--- config.mk ---
export PLATFORM = sky130hd
export DESIGN_NAME = de_input_conditioner
export DESIGN_NICKNAME = d
export VERILOG_FILES = /design/src/rtl/de_input_conditioner.sv
export SDC_FILE = /design/constraint.sdc
export NUM_CORES = 1
export LEC_CHECK = 0
export ABC_AREA = 0
export CORE_MARGIN = 3
export CORE_UTILIZATION = 45
export DETAILED_ROUTE_END_ITERATION = 8
export SLEW_MARGIN = 20
export SYNTH_ARGS = -nofsm -noshare
export SYNTH_HDL_FRONTEND = slang
export SYNTH_SLANG_ARGS = --single-unit
--- constraint.sdc ---
create_clock -name CLOCK_50 -period 2.65 [get_ports CLOCK_50]
set_input_delay 0.265 -clock CLOCK_50 [delete_from_list [all_inputs] [get_ports CLOCK_50]]
set_output_delay 0.265 -clock CLOCK_50 [all_outputs]
set_load 0.01 [all_outputs]
--- src/rtl/de_input_conditioner.sv ---
// -----------------------------------------------------------------------------
// de_input_conditioner
//
// Conditions the raw DE-board pushbuttons (KEY) and slide switches (SW) before
// they reach lab logic. Every bit passes through a 2-flop synchronizer. It then
// goes through its own debounce FSM, which accepts a new level only after the
// synchronized sample has differed from the current level for DEBOUNCE_CYCLES
// consecutive clocks. Accepted changes also produce a registered one-cycle
// pulse. The pulse coincides with the first cycle of the new level.
//
// Parameters
//   N_KEY            number of pushbuttons (raw pins are active-low)
//   N_SW             number of slide switches
//   DEBOUNCE_CYCLES  stable cycles needed to accept a change (>= 1)
//   CNT_W            counter width, 2**CNT_W must exceed DEBOUNCE_CYCLES
//
// Ports
//   CLOCK_50     in   board clock, all flops on the rising edge
//   resetn       in   asynchronous active-low reset
//   KEY          in   raw pushbuttons, 0 = pressed, asynchronous
//   SW           in   raw switches, 1 = up, asynchronous
//   key_down     out  debounced key level, 1 = pressed
//   key_press    out  one-cycle pulse when key_down rises
//   key_release  out  one-cycle pulse when key_down falls
//   sw_level     out  debounced switch level
//   sw_changed   out  one-cycle pulse on any sw_level transition
//
// The design has no valid/ready handshakes. All outputs are plain levels or
// single-cycle pulses that are valid on every clock.
// -----------------------------------------------------------------------------
module de_input_conditioner #(
  parameter int N_KEY           = 4,
  parameter int N_SW            = 10,
  parameter int DEBOUNCE_CYCLES = 1000000,
  parameter int CNT_W           = 20
) (
  input  logic             CLOCK_50,
  input  logic             resetn,
  input  logic [N_KEY-1:0] KEY,
  input  logic [N_SW-1:0]  SW,
  output logic [N_KEY-1:0] key_down,
  output logic [N_KEY-1:0] key_press,
  output logic [N_KEY-1:0] key_release,
  output logic [N_SW-1:0]  sw_level,
  output logic [N_SW-1:0]  sw_changed
);

  // All debounced bits share one vector: keys in the low bits, switches above.
  localparam int N = N_KEY + N_SW;

  localparam logic [CNT_W-1:0] CNT_ONE  = CNT_W'(1);
  localparam logic [CNT_W-1:0] CNT_LAST = CNT_W'(DEBOUNCE_CYCLES - 1);

  typedef enum logic {
    ST_STABLE  = 1'b0,
    ST_PENDING = 1'b1
  } db_state_e;

  // ---------------------------------------------------------------------------
  // Synchronizers. The reset values match the released state of each input:
  // raw 1 for keys and 0 for switches. With these values no change is seen
  // when reset is released while the inputs are idle.
  // ---------------------------------------------------------------------------
  logic [N_KEY-1:0] key_s1, key_s2;
  logic [N_SW-1:0]  sw_s1, sw_s2;

  always_ff @(posedge CLOCK_50 or negedge resetn) begin
    if (!resetn) begin
      key_s1 <= '1;
      key_s2 <= '1;
      sw_s1  <= '0;
      sw_s2  <= '0;
    end else begin
      key_s1 <= KEY;
      key_s2 <= key_s1;
      sw_s1  <= SW;
      sw_s2  <= sw_s1;
    end
  end

  // Keys are inverted here, so every debounced bit reads 1 = active.
  logic [N-1:0] sample;
  assign sample = {sw_s2, ~key_s2};

  // ---------------------------------------------------------------------------
  // Per-bit debounce FSMs: the state register.
  // ---------------------------------------------------------------------------
  db_state_e        state_q [N];
  db_state_e        state_d [N];
  logic [CNT_W-1:0] cnt_q   [N];
  logic [CNT_W-1:0] cnt_d   [N];
  logic [N-1:0]     level_q, level_d;
  logic [N-1:0]     pulse_q, pulse_d;

  always_ff @(posedge CLOCK_50 or negedge resetn) begin
    if (!resetn) begin
      for (int i = 0; i < N; i++) begin
        state_q[i] <= ST_STABLE;
        cnt_q[i]   <= '0;
      end
      level_q <= '0;
      pulse_q <= '0;
    end else begin
      for (int i = 0; i < N; i++) begin
        state_q[i] <= state_d[i];
        cnt_q[i]   <= cnt_d[i];
      end
      level_q <= level_d;
      pulse_q <= pulse_d;
    end
  end

  // ---------------------------------------------------------------------------
  // Per-bit debounce FSMs: next state. The counter holds the number of
  // consecutive mismatching samples seen so far. The sample that reaches
  // DEBOUNCE_CYCLES is accepted, so the counter never exceeds
  // DEBOUNCE_CYCLES-1.
  // ---------------------------------------------------------------------------
  always_comb begin
    level_d = level_q;
    pulse_d = '0;
    for (int i = 0; i < N; i++) begin
      state_d[i] = state_q[i];
      cnt_d[i]   = cnt_q[i];
      if (state_q[i] == ST_STABLE) begin
        cnt_d[i] = '0;
        if (sample[i] != level_q[i]) begin
          // With a one-cycle window the first mismatch is already the
          // qualifying one, so it is accepted immediately.
          if (DEBOUNCE_CYCLES == 1) begin
            level_d[i] = sample[i];
            pulse_d[i] = 1'b1;
          end else begin
            state_d[i] = ST_PENDING;
            cnt_d[i]   = CNT_ONE;
          end
        end
      end else begin
        if (sample[i] == level_q[i]) begin
          // Bounce: the input returned before qualifying. Drop it silently.
          state_d[i] = ST_STABLE;
          cnt_d[i]   = '0;
        end else if (cnt_q[i] == CNT_LAST) begin
          level_d[i] = sample[i];
          pulse_d[i] = 1'b1;
          state_d[i] = ST_STABLE;
          cnt_d[i]   = '0;
        end else begin
          cnt_d[i] = cnt_q[i] + CNT_ONE;
        end
      end
    end
  end

  // ---------------------------------------------------------------------------
  // Outputs. A pulse is registered together with the level it announces, so
  // the new level gives the direction of a key pulse. For that reason press
  // and release can never be high together on one bit.
  // ---------------------------------------------------------------------------
  assign key_down    = level_q[N_KEY-1:0];
  assign key_press   = pulse_q[N_KEY-1:0] & level_q[N_KEY-1:0];
  assign key_release = pulse_q[N_KEY-1:0] & ~level_q[N_KEY-1:0];
  assign sw_level    = level_q[N-1:N_KEY];
  assign sw_changed  = pulse_q[N-1:N_KEY];

endmodule

==> results of run 1 <==
[worst register-to-register path, cell delays in order (launching register included)]
cell	delay [ps]
dfrtp_1	430
or4bb_1	510
or4_4	570
o21ai_4	460
a21oi_1	120
[how the worst min path moves through the flow]
stage | start | end | depth (start not counted)
after global routing | KEY[1] | key_s1[1] | 1
final | KEY[1] | key_s1[1] | 1
after floorplan | resetn | cnt_q[0] | 0
after CTS | KEY[1] | key_s1[1] | 1
after global placement | resetn | cnt_q[123] | 1
after detailed placement | resetn | cnt_q[127] | 1
[cell usage in the layout (no fill, tap or decap), types with 8 or more instances in the layout]
master	count
and2_1	18
clkbuf_1	12
o21ai_0	49
or3_1	51
nand3_1	81
clkbuf_16	41
clkdlybuf4s50_1	46
dfrtp_1	342
o21bai_1	13
clkbuf_8	10
nand2_1	108
and3_1	25
nor2_1	212
a21oi_1	106
dfstp_2	8
nor3_1	26
mux2_2	10
o31ai_1	39
xor2_1	104
nor4_1	27
xnor2_1	69
and4_1	30
buf_4	11
inv_1	52
ha_1	14
or4bb_1	8
nand4_1	77
or4_1	60
[per-stage QoR]
stage	util	hold WS [ps]	setup slack, ps	cells	total power (W)
2_1_floorplan	-	-30.59	539.2	1649	0.005702
5_1_grt	0.5272	124.1	297.2	2197	0.01202
4_1_cts	0.5272	117.7	395.7	2197	0.01177
6_report	0.5272	142.6	414.4	2197	0.01155
3_3_place_gp	0.4884	269.0	435.8	2124	0.005895
3_5_place_dp	0.4884	264.0	406.9	2124	0.005900
[cell families (layout without fill, tap and decap cells)]
logic type               after synthesis  after routing  synth area share
AND/OR/NAND/NOR                      775            775            0.2545
XOR/XNOR                             173            173           0.09103
adder cells (fa/ha/maj)               14             14           0.01052
buffers and inverters                100            187           0.02834
multiplexers                          14             14          0.009170
flip-flops                           350            350            0.5268
AO/OA/AOI/OAI                        223            223           0.07968
[final cells by class]
class | count | area [µm²] | share of cell area
tap | 461 | 576.8 | 0.03039
multi-input combinational | 1199 | 7406 | 0.3902
timing repair buffer | 63 | 648.1 | 0.03415
clock buffer | 63 | 1209 | 0.06368
inverter | 52 | 195.2 | 0.01028
clock inverter | 9 | 177.7 | 0.009361
sequential | 350 | 8768 | 0.4620
[flip-flops by register name, indices dropped and copies added, names as in the netlist]
register and count:
key_s2 4, pulse_q 14, level_q 14, state_q 14
sw_s2 10, key_s1 4, cnt_q 280, sw_s1 10
[metal layers]
| layer | global-route usage | wire length (µm) | vias to the layer above |
|---|---|---|---|
| met5 | 0 | 0 | - |
| met4 | 0.04142 | 597 | 0 |
| met3 | 0.03097 | 1158 | 48 |
| met2 | 0.2626 | 14320 | 148 |
| met1 | 0.2238 | 15110 | 5870 |
| li1 | - | - | 6012 |
[repair_timing]
| item | in CTS | in global routing |
|---|---|---|
| hold endpoints to repair | 55 | 0 |
| hold buffers | 1 | 0 |
| endpoints found under the setup margin | 0 | 0 |
[where the power goes]
| group | total, W | switching (W) | internal (W) |
|---|---|---|---|
| combinational | 0.000333 | 0.000232 | 0.000100 |
| sequential | 0.00546 | 0.0000454 | 0.00541 |
| clock | 0.00576 | 0.00214 | 0.00361 |
| total | 0.0115 | 0.00242 | 0.00913 |
==> impl_metrics.yaml, run 1 <==
outcome:
  status: "finished, final reports clean"
drt:
  wl_um: 31190
  route.detailed.drc: 0
  drt_iter0_markers: 611
  wl_per_cell_um: 14.19
  drt_first_pass_iters: 4
  via_count: 12078
  viasPerCell: 5.497
  ant_nets: 0
timing:
  finalHoldViolCount: 0
  finalSetupViolations: 0
  fin_crit_sh: 0.8436
  slew_headroom: 0.6417
  slew_viol_final: 0
  grt_setup_unrepaired: "false"
  timing.fmax_mhz: 447.3
  tightest_slew_ps: 535.5
  setup_tns_ps: 0
  fin_skew_ps: 16.26
  min_period_ps: 2236
floorplanning:
  io_pins: 48
  dieArea_um2: 39330
  rows: 69
  start_util: 0.4624
  core_um2: 36000
  die_h_um: 198.3
  die_x_um: 198.3
power:
  ir_worst_vdd_uv: 501.3
  leakage_nw: 7.443
  powerDensity_nw_per_um2: 608.5
critical_path:
  cp_slowest_cell: "or4_4"
  cp-start-kind: "register"
  reg2regPathDepth: 4
  worst-path-max-fanout: 19
  worst-path-buf-inv: 0
  worst-path-stages: 4
  arrival_ps: 2610
  r2r_setup_slack_ps: 410
  crit_end: "cnt_q[175]"
  critical_path_class: "register to register"
  cp_cell_sequence: "or4bb_1 > or4_4 > o21ai_4 > a21oi_1"
  startpoint: "cnt_q[166]"
  rr_endpoint: "cnt_q[175]"
  r2r_start: "cnt_q[166]"
  required_ps: 3030
  cp_slowest_stage_delay_ps: 570
  cp-end-kind: "register"
  critical_path.top_delay_family: "simple AND/OR/NAND/NOR gates"
yosys:
  synth_top_area_frac: 0.5141
  synthMostInstantiatedCell: "dfrtp_1"
  yosysUniqueCellTypes: 50
  synthTopCellsByCount: "342 x dfrtp_1, 212 x nor2_1, 108 x nand2_1"
  syn_avg_cell_area_um2: 10.09
  syn_nets: 1679
  synthArstFlopShare: 1.000
  ys_seq_area_frac: 0.5268
  synth_seq_cells: 350
  synth_area_um2: 16650
  synth-edff-count: 0
  yosysWarnings: 0
  synthCells: 1649
  synth_top_area_cell: "dfrtp_1"
  ys.flop_type: "dfrtp_1"
  ys_top_cells_by_area: "dfrtp_1 51%, xor2_1 5.5%, nor2_1 4.8%, xnor2_1 3.6%, a21oi_1 3.2%"
finish:
  drive_above_1_share: 0.07143
  syn2layout_area_growth_pct: 14.03
  n_fill_cell: 3225
  design_area_um2: 18980
  fin_nets: 1736
  num_antenna_cells: 0
placement:
  dpl_cell_area_um2: 17580
  hpwlAfterDp_um: 20500
  io_buffers: 47
  gp_congestion: 0.8040
cts:
  htreeDepth: 2
  numCtsBuffers: 40
  cts_setup_buffers: 0
  ctsResizeCount: 0
  cts.sinks: 350
  cts.path.max_buffers: 3
  clock_latency_ps: 530
  root_buffer: "clkbuf_16"
  cts_tree: "done"
  clk_pin_slew_ps: 60
global_routing:
  grt_pass1_wl_um: 54770
  grt_max_degree: 72
  grt.total_usage: 0.1615
  grt_pass1_vias: 11844
  grt_overflow: 0
  antenna_found_initial: 0
min_path:
  hp-class: "primary input to register"
flow_run:
  drv_cap: 0
Note: power is estimated with default switching activity, not from simulation.
==> run 2: changes to the inputs <==
Clock period 2.65 ns to 2.1 ns, I/O delays scaled along.
==> run 2 against run 1 <==
Effect of this change: non-clock buffer count increased by 81; clock power increased by 23%; hold slack got worse by 78 ps; register-to-register slack got worse by 400 ps; first-iteration DRC count increased by 20%; critical path type unchanged; largest power group unchanged.
==> impl_metrics.yaml, run 2 (synthesis results as in run 1) <==
finish:
  num_antenna_cells: 0
  multiInputGateArea_um2: 7483
  syn2layout_area_growth_pct: 18.45
  regArea_um2: 8768
  n_fill_cell: 3153
  fin_cells: 2281
  final_cell_mix: "342 x dfrtp_1, 212 x nor2_1, 108 x nand2_1, 106 x a21oi_1, 104 x xor2_1"
  mostFrequentLayoutCell: "dfrtp_1"
  post-route-util: 0.5477
  fin_nets: 1818
  drive_above_1_share: 0.1165
  top_register: "cnt_q"
  largest_reg_flops: 280
timing:
  grt_setup_unrepaired: "true"
  fin_ws_ps: 17.92
  min_period_ps: 2082
  slew_viol_final: 0
  fin_crit_sh: 0.9915
  finalSetupViolations: 0
  timing.fmax_mhz: 480.3
  tightest_slew_ps: 606.6
  fin_skew_ps: 15.13
  slew_headroom: 0.5919
  finalHoldViolCount: 0
cts:
  root_buffer: "clkbuf_16"
  cts_setup_buffers: 0
  cts_tree: "done"
  cts.path.max_buffers: 3
  clk_pin_slew_ps: 60
  htreeDepth: 2
  cts.sinks: 350
  numCtsBuffers: 41
  clock_latency_ps: 550
critical_path:
  cp_slowest_cell: "or4_4"
  critical_path_class: "register to register"
  cp-end-kind: "register"
  r2r_start: "cnt_q[147]"
  cp_cell_sequence: "or4b_1 > or4_4 > nor3_4 > mux2_4"
  r2r_setup_slack_ps: 20
  arrival_ps: 2510
  reg2regPathDepth: 4
  required_ps: 2530
  rr_endpoint: "level_q[6]"
  cp-start-kind: "register"
  cp_slowest_stage_delay_ps: 580
  worst-path-max-fanout: 4
drt:
  wl_per_cell_um: 14.10
  via_count: 12357
  route.detailed.drc: 0
  drt_first_pass_iters: 5
  ant_nets: 0
  wl_um: 32170
  viasPerCell: 5.417
  drt_iter0_markers: 736
placement:
  placed_cells: 2205
  hpwlAfterDp_um: 21550
  gp_congestion: 0.7917
  io_buffers: 47
  dp_slack_ps: -12.14
power:
  p_clk_frac: 0.492
  p_int_w: 0.01134
  ir_worst_vdd_uv: 654.1
  seqPwrFrac: 0.476
  combPwrFrac: 0.032
  p_switching_w: 0.003116
  swShare: 0.2156
  powerDensity_nw_per_um2: 733.2
  leakage_nw: 7.935
global_routing:
  grt_max_degree: 96
  grt_pass1_wl_um: 56810
  antenna_found_initial: 0
  grt_pass1_vias: 12190
  grt_overflow: 0
  grt.total_usage: 0.1696
floorplanning:
  die_x_um: 198.3
  io_pins: 48
  rows: 69
  start_util: 0.4624
  core_um2: 36000
  die_h_um: 198.3
  dieArea_um2: 39330
min_path:
  hp-class: "primary input to async pin"
outcome:
  status: "finished, final reports clean"
flow_run:
  drv_cap: 0
run 2: cell types whose count changed in the layout (fill, tap and decap cells not counted), moves of 3 or more:
cell	delta
nor3_2	-5
clkinv_2	+5
mux2_2	-5
buf_12	+5
buf_4	+74
nor3_4	+6
bufinv_16	-3
mux2_4	+5
run 2: worst max-delay path, delay by kind of cell (launching register included):
kind | cells | cell delay, ps
muxes | 1 | 320
DFF | 1 | 380
and+or+nand+nor | 3 | 1270
run 2: final cells by class:
class / count / area share
clock buffers: 64 / 0.06365
clock inverters: 11 / 0.005648
inverters: 52 / 0.009900
multi-input cells: 1199 / 0.3796
flip-flops and latches: 350 / 0.4447
well taps: 461 / 0.02925
repair buffers: 144 / 0.06727
run 2: power by group through the flow:
stage | clock network (W) | registers, W | logic [W]
after floorplan | 0 | 0.00699 | 0.000203
after global placement | 0 | 0.00700 | 0.000470
after detailed placement | 0 | 0.00701 | 0.000477
after CTS | 0.00738 | 0.00688 | 0.000482
after global routing | 0.00764 | 0.00689 | 0.000537
final | 0.00711 | 0.00689 | 0.000464
run 2: per-layer routing:
metal | wire length, µm | GRT usage
met5 | 0 | 0
met3 | 1269 | 0.03522
met4 | 605 | 0.04561
met2 | 14630 | 0.2712
met1 | 15670 | 0.2367
run 2: stage by stage:
| stage | total power [W] | hold slack, ps | TNS [ps] | cell area [µm²] |
|---|---|---|---|---|
| 6_report | 0.01446 | 64.85 | 0 | 19720 |
| 5_1_grt | 0.01507 | 42.22 | -132.2 | 19720 |
| 4_1_cts | 0.01475 | 32.77 | -6.967 | 19660 |
| 3_5_place_dp | 0.007483 | 36.23 | -12.14 | 18260 |
| 3_3_place_gp | 0.007474 | 34.81 | 0 | 18260 |
| 2_1_floorplan | 0.007195 | -85.59 | 0 | 16650 |
run 2: worst max-delay path by stage:
stage                from           to  depth (start not counted)  slack, ps
2_1_floorplan   cnt_q[26]  level_q[12]                          4         30
3_3_place_gp   cnt_q[110]   level_q[8]                          4         20
3_5_place_dp   cnt_q[110]   level_q[8]                          4        -10
4_1_cts         cnt_q[30]  level_q[12]                          4         -7
5_1_grt        cnt_q[127]   level_q[7]                          4        -40
6_report       cnt_q[147]   level_q[6]                          4         20
run 2: what timing repair did:
action,CTS,global route
endpoints found under the hold margin,333,0
endpoints found under the setup margin,3,40
resized for setup,3,13
pin swaps,0,7
hold buffers,1,0
gates cloned,0,0
